[src/rtl/soc_mem_pkg.sv]
// Shared types for the SoC memory arbiter: source ids, VPU X-IF memory
// request/result structs and the in-flight tag carried through the
// read-latency pipeline.
package soc_mem_pkg;

    localparam int NUM_SRC = 3;
    localparam int X_ID_W  = 4;

    typedef enum logic [1:0] {
        SRC_VPU   = 2'd0,
        SRC_DATA  = 2'd1,
        SRC_INSTR = 2'd2
    } src_e;

    typedef struct packed {
        logic [31:0]       addr;
        logic              we;
        logic [3:0]        be;
        logic [31:0]       wdata;
        logic [X_ID_W-1:0] id;
    } x_mem_req_t;

    typedef struct packed {
        logic [31:0]       rdata;
        logic [X_ID_W-1:0] id;
        logic              err;
    } x_mem_result_t;

    typedef struct packed {
        logic              valid;
        src_e              src;
        logic              we;
        logic              err;
        logic [X_ID_W-1:0] id;
    } mem_tag_t;

    // Next source index in round-robin order 0 -> 1 -> 2 -> 0.
    function automatic logic [1:0] rr_next(input logic [1:0] s);
        logic [1:0] n;
        if (s == 2'd2) begin
            n = 2'd0;
        end else begin
            n = s + 2'd1;
        end
        return n;
    endfunction

endpackage

[src/rtl/mem_rr_arbiter.sv]
// 3-way round-robin arbiter. The winner is the first requester at or after
// the pointer; the pointer moves past the winner on every grant and holds
// when nothing is granted. Grant is combinational (same-cycle handshake).
module mem_rr_arbiter
    import soc_mem_pkg::*;
(
    input  logic               clk_i,
    input  logic               rst_i,
    input  logic [NUM_SRC-1:0] req_i,
    output logic [NUM_SRC-1:0] gnt_o,
    output logic [1:0]         win_o,
    output logic               any_o
);

    logic [1:0]         ptr_q;
    logic [1:0]         ptr_d;
    logic [1:0]         cand_s;
    logic [1:0]         win_s;
    logic               any_s;
    logic [NUM_SRC-1:0] gnt_s;

    // Scan requesters starting at the pointer and pick the first one asserted
    always_comb begin
        gnt_s  = '0;
        win_s  = ptr_q;
        any_s  = 1'b0;
        cand_s = ptr_q;
        for (int k = 0; k < NUM_SRC; k++) begin
            if (!any_s && req_i[cand_s]) begin
                gnt_s[cand_s] = 1'b1;
                win_s         = cand_s;
                any_s         = 1'b1;
            end else begin
                any_s = any_s;
            end
            cand_s = rr_next(cand_s);
        end
    end

    // Next pointer: one past the winner, unchanged when idle
    always_comb begin
        if (any_s) begin
            ptr_d = rr_next(win_s);
        end else begin
            ptr_d = ptr_q;
        end
    end

    // Pointer register, restarts at the VPU source on reset
    always_ff @(posedge clk_i) begin
        if (rst_i) begin
            ptr_q <= 2'd0;
        end else begin
            ptr_q <= ptr_d;
        end
    end

    assign gnt_o = gnt_s;
    assign win_o = win_s;
    assign any_o = any_s;

endmodule

[src/rtl/soc_mem_arbiter.sv]
// Single-port SRAM arbiter for VPU X-IF mem, CPU data OBI and CPU instr OBI.
// One access per cycle, round-robin. A MEM_LAT-deep tag pipeline follows each
// access so its response is steered back to the originator. Word indices at or
// beyond MEM_WORDS are granted but not sent to the SRAM, and answer with err.
// Optional macro SOC_MEM_ARB_PERF_EN adds per-source grant/stall counters.
module soc_mem_arbiter
    import soc_mem_pkg::*;
#(
    parameter int MEM_WORDS  = 8192,
    parameter int MEM_LAT    = 1,
    parameter int X_ID_WIDTH = 4
) (
    input  logic                         clk_i,
    input  logic                         rst_i,
    input  logic                         vpu_valid_i,
    output logic                         vpu_ready_o,
    input  x_mem_req_t                   vpu_req_i,
    output logic                         vpu_rvalid_o,
    output x_mem_result_t                vpu_result_o,
    input  logic                         data_req_i,
    output logic                         data_gnt_o,
    output logic                         data_rvalid_o,
    input  logic                         data_we_i,
    input  logic [3:0]                   data_be_i,
    input  logic [31:0]                  data_addr_i,
    input  logic [31:0]                  data_wdata_i,
    output logic [31:0]                  data_rdata_o,
    output logic                         data_err_o,
    input  logic                         instr_req_i,
    output logic                         instr_gnt_o,
    output logic                         instr_rvalid_o,
    input  logic [31:0]                  instr_addr_i,
    output logic [31:0]                  instr_rdata_o,
    output logic                         instr_err_o,
    output logic                         mem_en_o,
    output logic                         mem_we_o,
    output logic [3:0]                   mem_be_o,
    output logic [$clog2(MEM_WORDS)-1:0] mem_addr_o,
    output logic [31:0]                  mem_wdata_o,
    input  logic [31:0]                  mem_rdata_i
`ifdef SOC_MEM_ARB_PERF_EN
    ,
    output logic [31:0]                  perf_grant_o [NUM_SRC],
    output logic [31:0]                  perf_stall_o [NUM_SRC]
`endif
);

    localparam int          AW         = $clog2(MEM_WORDS);
    localparam logic [29:0] WORD_LIMIT = 30'(MEM_WORDS);

    if ((MEM_LAT != 1) && (MEM_LAT != 2)) begin : g_lat_check
        $fatal(1, "soc_mem_arbiter: MEM_LAT must be 1 or 2");
    end
    if (X_ID_WIDTH != X_ID_W) begin : g_id_check
        $fatal(1, "soc_mem_arbiter: X_ID_WIDTH must match soc_mem_pkg::X_ID_W");
    end

    logic [NUM_SRC-1:0] req_s;
    logic [NUM_SRC-1:0] gnt_s;
    logic [1:0]         win_s;
    logic               any_s;

    logic [31:0]        sel_addr_s;
    logic               sel_we_s;
    logic [3:0]         sel_be_s;
    logic [31:0]        sel_wdata_s;
    logic [X_ID_W-1:0]  sel_id_s;
    logic               oor_s;
    logic               unused_addr_s;

    mem_tag_t           tag_d;
    mem_tag_t           tag_q [MEM_LAT];
    mem_tag_t           tag_out_s;
    logic               rd_ok_s;
    logic [31:0]        rdata_s;

    // No requests are seen while reset is held, so no handshake fires then.
    assign req_s = {instr_req_i, data_req_i, vpu_valid_i} & {NUM_SRC{~rst_i}};

    mem_rr_arbiter u_rr (
        .clk_i (clk_i),
        .rst_i (rst_i),
        .req_i (req_s),
        .gnt_o (gnt_s),
        .win_o (win_s),
        .any_o (any_s)
    );

    assign vpu_ready_o = gnt_s[SRC_VPU];
    assign data_gnt_o  = gnt_s[SRC_DATA];
    assign instr_gnt_o = gnt_s[SRC_INSTR];

    // Select the request fields of the winning source
    always_comb begin
        sel_addr_s  = 32'h0;
        sel_we_s    = 1'b0;
        sel_be_s    = 4'h0;
        sel_wdata_s = 32'h0;
        sel_id_s    = '0;
        case (win_s)
            2'd0: begin
                sel_addr_s  = vpu_req_i.addr;
                sel_we_s    = vpu_req_i.we;
                sel_be_s    = vpu_req_i.be;
                sel_wdata_s = vpu_req_i.wdata;
                sel_id_s    = vpu_req_i.id;
            end
            2'd1: begin
                sel_addr_s  = data_addr_i;
                sel_we_s    = data_we_i;
                sel_be_s    = data_be_i;
                sel_wdata_s = data_wdata_i;
            end
            2'd2: begin
                sel_addr_s  = instr_addr_i;
                sel_be_s    = 4'hF;
            end
            default: begin
                sel_addr_s  = 32'h0;
            end
        endcase
    end

    // Byte offset within the word plays no part in the access.
    assign unused_addr_s = ^sel_addr_s[1:0];
    assign oor_s         = (sel_addr_s[31:2] >= WORD_LIMIT);

    // Drive the SRAM for an in-range grant; out-of-range accesses never reach it
    always_comb begin
        mem_en_o    = 1'b0;
        mem_we_o    = 1'b0;
        mem_be_o    = 4'h0;
        mem_addr_o  = '0;
        mem_wdata_o = 32'h0;
        if (any_s) begin
            mem_be_o    = sel_be_s;
            mem_addr_o  = sel_addr_s[AW+1:2];
            mem_wdata_o = sel_wdata_s;
            if (!oor_s) begin
                mem_en_o = 1'b1;
                mem_we_o = sel_we_s;
            end else begin
                mem_en_o = 1'b0;
            end
        end else begin
            mem_en_o = 1'b0;
        end
    end

    // Build the tag for this cycle; an empty slot when nothing is granted
    always_comb begin
        tag_d = '0;
        if (any_s) begin
            tag_d.valid = 1'b1;
            tag_d.src   = src_e'(win_s);
            tag_d.we    = sel_we_s;
            tag_d.err   = oor_s;
            tag_d.id    = sel_id_s;
        end else begin
            tag_d.valid = 1'b0;
        end
    end

    // Tag shift register matching the SRAM read latency; reset drops in-flight tags
    always_ff @(posedge clk_i) begin
        if (rst_i) begin
            for (int i = 0; i < MEM_LAT; i++) begin
                tag_q[i] <= '0;
            end
        end else begin
            tag_q[0] <= tag_d;
            for (int i = 1; i < MEM_LAT; i++) begin
                tag_q[i] <= tag_q[i-1];
            end
        end
    end

    assign tag_out_s = tag_q[MEM_LAT-1];

    // Route the oldest in-flight tag back to its originator with the SRAM data
    always_comb begin
        vpu_rvalid_o   = 1'b0;
        vpu_result_o   = '0;
        data_rvalid_o  = 1'b0;
        data_rdata_o   = 32'h0;
        data_err_o     = 1'b0;
        instr_rvalid_o = 1'b0;
        instr_rdata_o  = 32'h0;
        instr_err_o    = 1'b0;
        rd_ok_s        = tag_out_s.valid && !tag_out_s.we && !tag_out_s.err;
        rdata_s        = rd_ok_s ? mem_rdata_i : 32'h0;
        if (!rst_i && tag_out_s.valid) begin
            case (tag_out_s.src)
                SRC_VPU: begin
                    if (!tag_out_s.we) begin
                        vpu_rvalid_o       = 1'b1;
                        vpu_result_o.rdata = rdata_s;
                        vpu_result_o.id    = tag_out_s.id;
                        vpu_result_o.err   = tag_out_s.err;
                    end else begin
                        vpu_rvalid_o = 1'b0;
                    end
                end
                SRC_DATA: begin
                    data_rvalid_o = 1'b1;
                    data_rdata_o  = rdata_s;
                    data_err_o    = tag_out_s.err;
                end
                SRC_INSTR: begin
                    instr_rvalid_o = 1'b1;
                    instr_rdata_o  = rdata_s;
                    instr_err_o    = tag_out_s.err;
                end
                default: begin
                    data_rvalid_o = 1'b0;
                end
            endcase
        end else begin
            vpu_rvalid_o = 1'b0;
        end
    end

`ifdef SOC_MEM_ARB_PERF_EN
    logic [31:0] perf_grant_q [NUM_SRC];
    logic [31:0] perf_stall_q [NUM_SRC];

    // Per-source grant and stall counters, saturating at all-ones
    always_ff @(posedge clk_i) begin
        if (rst_i) begin
            for (int s = 0; s < NUM_SRC; s++) begin
                perf_grant_q[s] <= 32'h0;
                perf_stall_q[s] <= 32'h0;
            end
        end else begin
            for (int s = 0; s < NUM_SRC; s++) begin
                if (gnt_s[s] && (perf_grant_q[s] != 32'hFFFF_FFFF)) begin
                    perf_grant_q[s] <= perf_grant_q[s] + 32'h1;
                end else begin
                    perf_grant_q[s] <= perf_grant_q[s];
                end
                if (req_s[s] && !gnt_s[s] && (perf_stall_q[s] != 32'hFFFF_FFFF)) begin
                    perf_stall_q[s] <= perf_stall_q[s] + 32'h1;
                end else begin
                    perf_stall_q[s] <= perf_stall_q[s];
                end
            end
        end
    end

    assign perf_grant_o = perf_grant_q;
    assign perf_stall_o = perf_stall_q;
`endif

endmodule

[config.mk]
export PLATFORM = sky130hd
export DESIGN_NAME = soc_mem_arbiter
export DESIGN_NICKNAME = d
export VERILOG_FILES = /design/src/rtl/soc_mem_pkg.sv /design/src/rtl/mem_rr_arbiter.sv /design/src/rtl/soc_mem_arbiter.sv
export SDC_FILE = /design/constraint.sdc
export NUM_CORES = 1
export LEC_CHECK = 0
export ABC_AREA = 1
export CORE_AREA = 2 2 144 146
export DETAILED_ROUTE_END_ITERATION = 16
export DIE_AREA = 0 0 146 148
export HOLD_SLACK_MARGIN = 0.1
export PLACE_DENSITY = 0.57
export RECOVER_POWER = 25
export SETUP_SLACK_MARGIN = 0.02
export SKIP_CTS_REPAIR_TIMING = 1
export SYNTH_ARGS = -nofsm -noshare
export SYNTH_HDL_FRONTEND = slang
export SYNTH_SLANG_ARGS = --single-unit
[constraint.sdc]
create_clock -name clk_i -period 2.3 [get_ports clk_i]
set_input_delay 0.46 -clock clk_i [delete_from_list [all_inputs] [get_ports clk_i]]
set_output_delay 0.46 -clock clk_i [all_outputs]
set_load 0.03 [all_outputs]
Word-level counts from Yosys, hierarchy flattened
Memories as Yosys holds them, arrays and structs flattened.
Cells that the tools add are included.
{"block": "word_totals", "register_bits": 2, "memories": 1, "word_cells": 99, "out_inout_bits": 160, "in_bits": 211, "ramBits": 9}
{"name": "tag_q", "words": 1, "width": 9, "rd": 1, "rd_ports_with_merged_regs": 0, "wr": 1, "line_no": "soc_mem_arbiter.sv:72", "rtl": "mem_tag_t tag_q [MEM_LAT];"}
{"block": "op_classes", "n_mux": 61, "bitwise": 4, "n_lt_le_gt_ge": 7, "n_reduce_logical": 16, "n_eq_ne": 6, "addsub": 3}
{"operator": "two-way mux 32 bit", "n": 6}
{"operator": "two-way mux 37 bit", "n": 3}
{"operator": "one-hot mux 32 bit (3 select lines)", "n": 1}
{"operator": "one-hot mux 32 bit (2 select lines)", "n": 1}
{"operator": "greater-or-equal comparator 30 x 14 -> 1 bit, second input constant", "n": 1}
{"operator": "two-way mux 1 bit", "n": 29}
{"operator": "two-way mux 13 bit", "n": 1}
{"operator": "one-hot mux 4 bit (3 select lines)", "n": 1}
{"operator": "two-way mux 2 bit", "n": 5}
{"operator": "less-than comparator 2 x 3 -> 1 bit, second input constant", "n": 3}
{"operator": "two-way mux 3 bit", "n": 3}
{"operator": "two-way mux 9 bit", "n": 1}
{"operator": "OR reduction 9 bit", "n": 1}
{"operator": "== test 2 bit, second input constant", "n": 4}
{"operator": "logical AND 1 bit", "n": 8}
{"operator": "two-way mux 4 bit", "n": 2}
{"operator": "two-way mux 8 bit", "n": 1}
{"operator": "adder 2 x 1 -> 2 bit, second input constant", "n": 3}
{"operator": "binary-select mux 1 bit (select 2 bit)", "n": 3}
{"operator": "demux 1 bit (select 2 bit)", "n": 3}
{"operator": "greater-or-equal comparator 2 x 1 -> 1 bit, second input constant", "n": 3}
{"operator": "bitwise OR 3 bit", "n": 2}
{"operator": "zero test 1 bit", "n": 5}
{"operator": "== test 2 x 1 -> 1 bit, second input constant", "n": 2}
{"operator": "other kinds (4)", "n": 5}

Logic depth before layout (Yosys ltp)
{"block": "depth", "ltp_word": 16, "ltp_mapped": 16, "ltp_nobuf": 16}

Modules after synthesis
A second synthesis with hierarchy kept.
{"block": "hier_totals", "hier_cells": 540, "area_unflattened_um2": 2652.5}
{"mod": "soc_mem_arbiter", "cells_each": 479, "n_inst": 1, "seq_area_each_um2": 180.2, "area_each_um2": 2219.6}
{"mod": "mem_rr_arbiter", "cells_each": 61, "n_inst": 1, "seq_area_each_um2": 40.0, "area_each_um2": 432.9}

Worst setup path before layout
No wires, ideal clock.
{"block": "synth_path", "path_type": "input -> output", "start": "input instr_req_i", "end": "output mem_be_o[0]", "t_arrival_ns": 2.077, "required_ns": 1.840, "n_path_buf": 0, "path_slack_ns": -0.237, "cell_stages": 10, "cell_sequence": "inv_1 -> nor2_1 -> nor2_1 -> nor2_4 -> nand3_2 -> nand2_1 -> nand2_4 -> inv_2 -> nand2_1 -> o21ai_0"}
{"block": "synth_via", "elab_chain_len": 13, "elab_cells_between_ends": 21, "classes_between": "2 x eq/ne; 13 x mux; 1 x bitwise; 5 x reduce/logical"}
{"item": "start: declaration", "line_no": "soc_mem_arbiter.sv:29", "rtl": "input logic instr_req_i,"}
{"item": "bitwise AND 3 bit *", "line_no": "soc_mem_arbiter.sv:78", "rtl": "assign req_s = {instr_req_i, data_req_i, vpu_valid_i} & {NUM_SRC{~rst_i}};"}
{"item": "binary-select mux 1 bit (select 2 bit)", "line_no": "mem_rr_arbiter.sv:29", "rtl": "if (!any_s && req_i[cand_s]) begin"}
{"item": "two-way mux 1 bit (implied by the code)", "line_no": "mem_rr_arbiter.sv:29"}
{"item": "two-way mux 1 bit", "line_no": "mem_rr_arbiter.sv:29"}
{"item": "zero test 1 bit", "line_no": "mem_rr_arbiter.sv:29"}
{"item": "logical AND 1 bit", "line_no": "mem_rr_arbiter.sv:29"}
{"item": "two-way mux 1 bit", "line_no": "mem_rr_arbiter.sv:29"}
{"item": "zero test 1 bit", "line_no": "mem_rr_arbiter.sv:29"}
{"item": "logical AND 1 bit", "line_no": "mem_rr_arbiter.sv:29"}
{"item": "two-way mux 2 bit", "line_no": "mem_rr_arbiter.sv:29"}
{"item": "== test 2 bit, or another cell as far along", "line_no": "soc_mem_arbiter.sv:100", "rtl": "case (win_s)"}
{"item": "one-hot mux 4 bit (3 select lines)", "line_no": "soc_mem_arbiter.sv:100"}
{"item": "two-way mux 4 bit *", "line_no": "soc_mem_arbiter.sv:135", "rtl": "if (any_s) begin"}
{"item": "end: declaration", "line_no": "soc_mem_arbiter.sv:37", "rtl": "output logic [3:0] mem_be_o,"}
Mark *: on every way between the ends. The rest lies on a longest branch, timed or not. The select of a mux whose other input is x is not followed.

Worst setup path after layout
{"block": "layout_path", "start": "register u_rr.ptr_q[1]", "end": "output mem_wdata_o[15]"}
{"block": "layout_via", "elab_chain_len": 12, "elab_cells_between_ends": 25, "classes_between": "2 x add/sub; 3 x eq/ne; 15 x mux; 5 x reduce/logical"}
{"item": "start: declaration", "line_no": "mem_rr_arbiter.sv:15", "rtl": "logic [1:0] ptr_q;"}
{"item": "start signal: assignment", "line_no": "mem_rr_arbiter.sv:54", "rtl": "ptr_q <= ptr_d;"}
{"item": "branches (longest 11 deep; another with adder 2 x 1 -> 2 bit)"}
{"item": "two-way mux 32 bit *", "line_no": "soc_mem_arbiter.sv:135"}
{"item": "end: declaration", "line_no": "soc_mem_arbiter.sv:39", "rtl": "output logic [31:0] mem_wdata_o,"}
Mark *: on every way between the ends. The select of a mux whose other input is x is not followed.

==> metrics.log <==
INFO  metric htreeDepth = 1
INFO  metric cts_inserted_buffers = 3
INFO  metric ioPinCount = 371
INFO  metric detailroute.via_count = 4176
INFO  metric die-height = 148 µm
INFO  metric grt_max_degree = 35
INFO  metric rsz0062_at_grt = yes
INFO  metric fin_skew = 0.001883 ns
INFO  metric core-area = 0.02004 mm²
INFO  metric outcome = complete, but fails checks
INFO  metric leakage_power = 0.003133 µW
INFO  metric critPathMaxFanout = 17
INFO  metric final_period_minus_worst_setup_slack = 2.759 ns
INFO  metric hpwlAfterDp = 14080 µm
INFO  metric max_cap_violations = 0
INFO  metric postSynthCellCount = 423
INFO  metric synth_area_per_cell = 5.153 µm²
INFO  metric port_buffers = 364
INFO  metric worstMarginPinSlew = 0.2935 ns
INFO  metric tritoncts = yes
INFO  metric clock_path_buffers = 2
INFO  metric layout_cells_sized_above_1 = 35.92%
INFO  metric wl_per_cell = 15.41 µm
INFO  metric setup_viol = 54
INFO  metric crit_slowest_cell = dfxtp_2
INFO  metric failed_checks = negative setup slack
INFO  metric seq_area_frac_synth = 10.10%
INFO  metric filler_cells_inserted = 2146
INFO  metric starting_density_of_the_core = 10.88%
INFO  metric fin_ws = -0.4593 ns
INFO  metric reg2reg_from = u_rr.ptr_q[1]
INFO  metric min_period_over_period = 120.0%
INFO  metric post_route_drc = 0
INFO  metric crit_type = flip-flop to output pin
INFO  metric post-layout-total-power = 9349 µW
INFO  metric clkSinkCount = 11
INFO  metric rows = 52
INFO  metric clk_pin_slew_worst_paths = 0.04 ns
INFO  metric placed_cells = 1070
INFO  metric areaGrowthSynthToFinish = 208.7%
INFO  metric layoutNonFillerInstCount = 1083
INFO  metric gp_routability_congestion = 0.7687
INFO  metric slew_viol_final = 0
INFO  metric first_global_vias = 4101
INFO  metric timing.critical_path.required = 1.84 ns
INFO  metric timing.hold.worst_endpoint = u_rr.ptr_q[1]
INFO  metric grt_first_pass_wirelength = 23400 µm
INFO  metric globalRouteOverflowTotal = 0
INFO  metric drt_pre_antenna_iters = 4
INFO  metric path_cells = buf_12 -> nor2_4 -> nand2_1 -> nand2_2 -> nor2_4 -> nand4_1 -> nand2_8 -> buf_12 -> nor2_8 -> nand2_4 -> clkinv_8 -> a22o_2 -> buf_4
INFO  metric cts_root_cell = clkbuf_16
INFO  metric crit_arrival = 2.30 ns
INFO  metric worst_ir_drop_vdd = 0.0009374 V
INFO  metric timing.reg2reg.worst_path_depth = 14
INFO  metric flip_flop_and_latch_count_after_synthesis = 11
INFO  metric diodes = 0
INFO  metric timing.fmax = 362.4 MHz
INFO  metric post_drt_via_cell_ratio = 3.856
INFO  metric min_path_type = input pin to flip-flop
INFO  metric track_usage = 13.86%
INFO  metric route.antenna.remaining_nets = 0
INFO  metric power_density = 1389 mW/mm²
INFO  metric regToRegEndpoint = tag_q[0][5]
INFO  metric hold_path_startpoint = rst_i
INFO  metric critical-path-max-stage-delay = 0.33 ns
INFO  metric multiInputGateArea = 0.001837 mm²
INFO  metric syn_area = 0.002180 mm²
INFO  metric synthesis.nets = 634
INFO  metric initial_antenna_violation_count = 2
INFO  metric clock_latency = 0.23 ns
INFO  metric area.sequential = 222.7 µm²
INFO  metric wl = 16690 µm
INFO  metric synth.distinct_cells = 27
INFO  metric die_area = 0.02161 mm²
INFO  metric report.final.hold_viol_count = 0
INFO  metric timing.reg2reg.setup_slack = 0.35 ns
INFO  metric fin_nets = 1025
INFO  metric die_x = 146 µm
INFO  metric detail_route.iter0.violations = 113
INFO  metric ys.warnings.count = 0
INFO  metric timing.critical_path.from_type = flip-flop
INFO  metric timing.slew.headroom = 80.25%
INFO  metric worst_setup_end_kind = output pin
INFO  metric min_path_cells = 3
cells by family (layout without fill, tap and decap cells):
group	Yosys count	after routing	share of synthesized area, %
AO/OA/AOI/OAI	39	39	14.58
buffers and inverters	63	453	13.60
flip-flops	11	11	10.10
AND/OR/NAND/NOR	310	310	61.71
Yosys cell counts:
master / n / area share, %
nor2_2: 1 / 0.29
inv_2: 6 / 1.0
a21oi_1: 2 / 0.46
nor2_8: 1 / 0.92
nor2_4: 7 / 3.6
nand2_4: 4 / 2.1
buf_1: 2 / 0.34
o21ai_0: 4 / 0.92
nand4_1: 4 / 1.1
nor4_1: 8 / 2.3
nand3_2: 1 / 0.46
buf_6: 1 / 0.52
nor3_1: 4 / 0.92
buf_4: 3 / 1.0
inv_1: 34 / 5.9
inv_6: 1 / 0.40
clkbuf_1: 11 / 1.9
or2_2: 1 / 0.29
dfxtp_1: 11 / 10
buf_2: 2 / 0.46
nand2_2: 4 / 1.1
nand2_1: 122 / 21
buf_8: 3 / 2.1
nand3_1: 21 / 4.8
nor2_1: 132 / 23
o31ai_1: 1 / 0.34
a22o_1: 32 / 13
how the worst max path moves through the flow:
| stage | startpoint | endpoint |
|---|---|---|
| 2_1_floorplan | rst_i | mem_wdata_o[24] |
| 3_3_place_gp | rst_i | mem_wdata_o[13] |
| 3_5_place_dp | rst_i | mem_wdata_o[17] |
| 4_1_cts | rst_i | mem_wdata_o[17] |
| 5_1_grt | u_rr.ptr_q[1] | mem_addr_o[1] |
| 6_report | u_rr.ptr_q[1] | mem_wdata_o[15] |
per-stage QoR:
stage / setup TNS (ns) / utilization (%) / cell area [µm²] / hold slack (ns) / worst slack, ns
final: -22.42 / 33.58 / 6729 / 0.5905 / -0.4593
after detailed placement: -57.15 / 31.85 / 6382 / 0.6225 / -0.7713
after CTS: -57.01 / 32.25 / 6462 / 0.6279 / -0.7765
after floorplan: -0.1098 / - / 2308 / 0.5291 / -0.05488
after global placement: -53.80 / 31.85 / 6382 / 0.6043 / -0.7294
after global routing: -29.77 / 33.58 / 6729 / 0.6275 / -0.6028
flip-flops by register name (all words and copies together), names as in the netlist:
name,count
u_rr.ptr_q,2
tag_q,9
where the power goes:
part | total (µW) | switching [µW] | internal, µW
Combinational | 8730 | 4940 | 3790
Sequential | 313 | 40.2 | 272
Clock | 311 | 81.1 | 230
Total | 9350 | 5060 | 4290
cells in the final DEF, fill, tap and decap left out, drive strengths merged, types with 3 or more instances in the layout:
cell and n:
clkdlybuf4s50 200, buf 199, nor2 141, nand2 130, inv 41, a22o 32, nand3 22, dfxtp 11
nor4 8, clkbuf 8, nand4 4, o21ai 4, nor3 4, dlymetal6s2s 3
routing by layer:
layer	share of wire [%]	global-route usage, %
met5	0.078	0
met4	0.37	1.456
met3	8.7	3.426
met2	54	27.17
met1	37	15.56
cell type report:
class | instances | share of cell area (%)
inverter | 41 | 2.622
timing repair inverter | 1 | 0.1302
sequential | 11 | 3.310
multi-input combinational | 349 | 27.30
timing repair buffer | 407 | 60.43
tap | 270 | 5.020
clock inverter | 1 | 0.07438
clock buffer | 3 | 1.116
worst max-delay path: cells and delay by family (launching register included):
kind	cells	cell delay, ns
and+or+nand+nor	8	0.96
buffers and inverters	4	0.51
AOI/OAI and AO/OA	1	0.23
DFF	1	0.33
No activity file was read; power rests on OpenSTA's default activity.
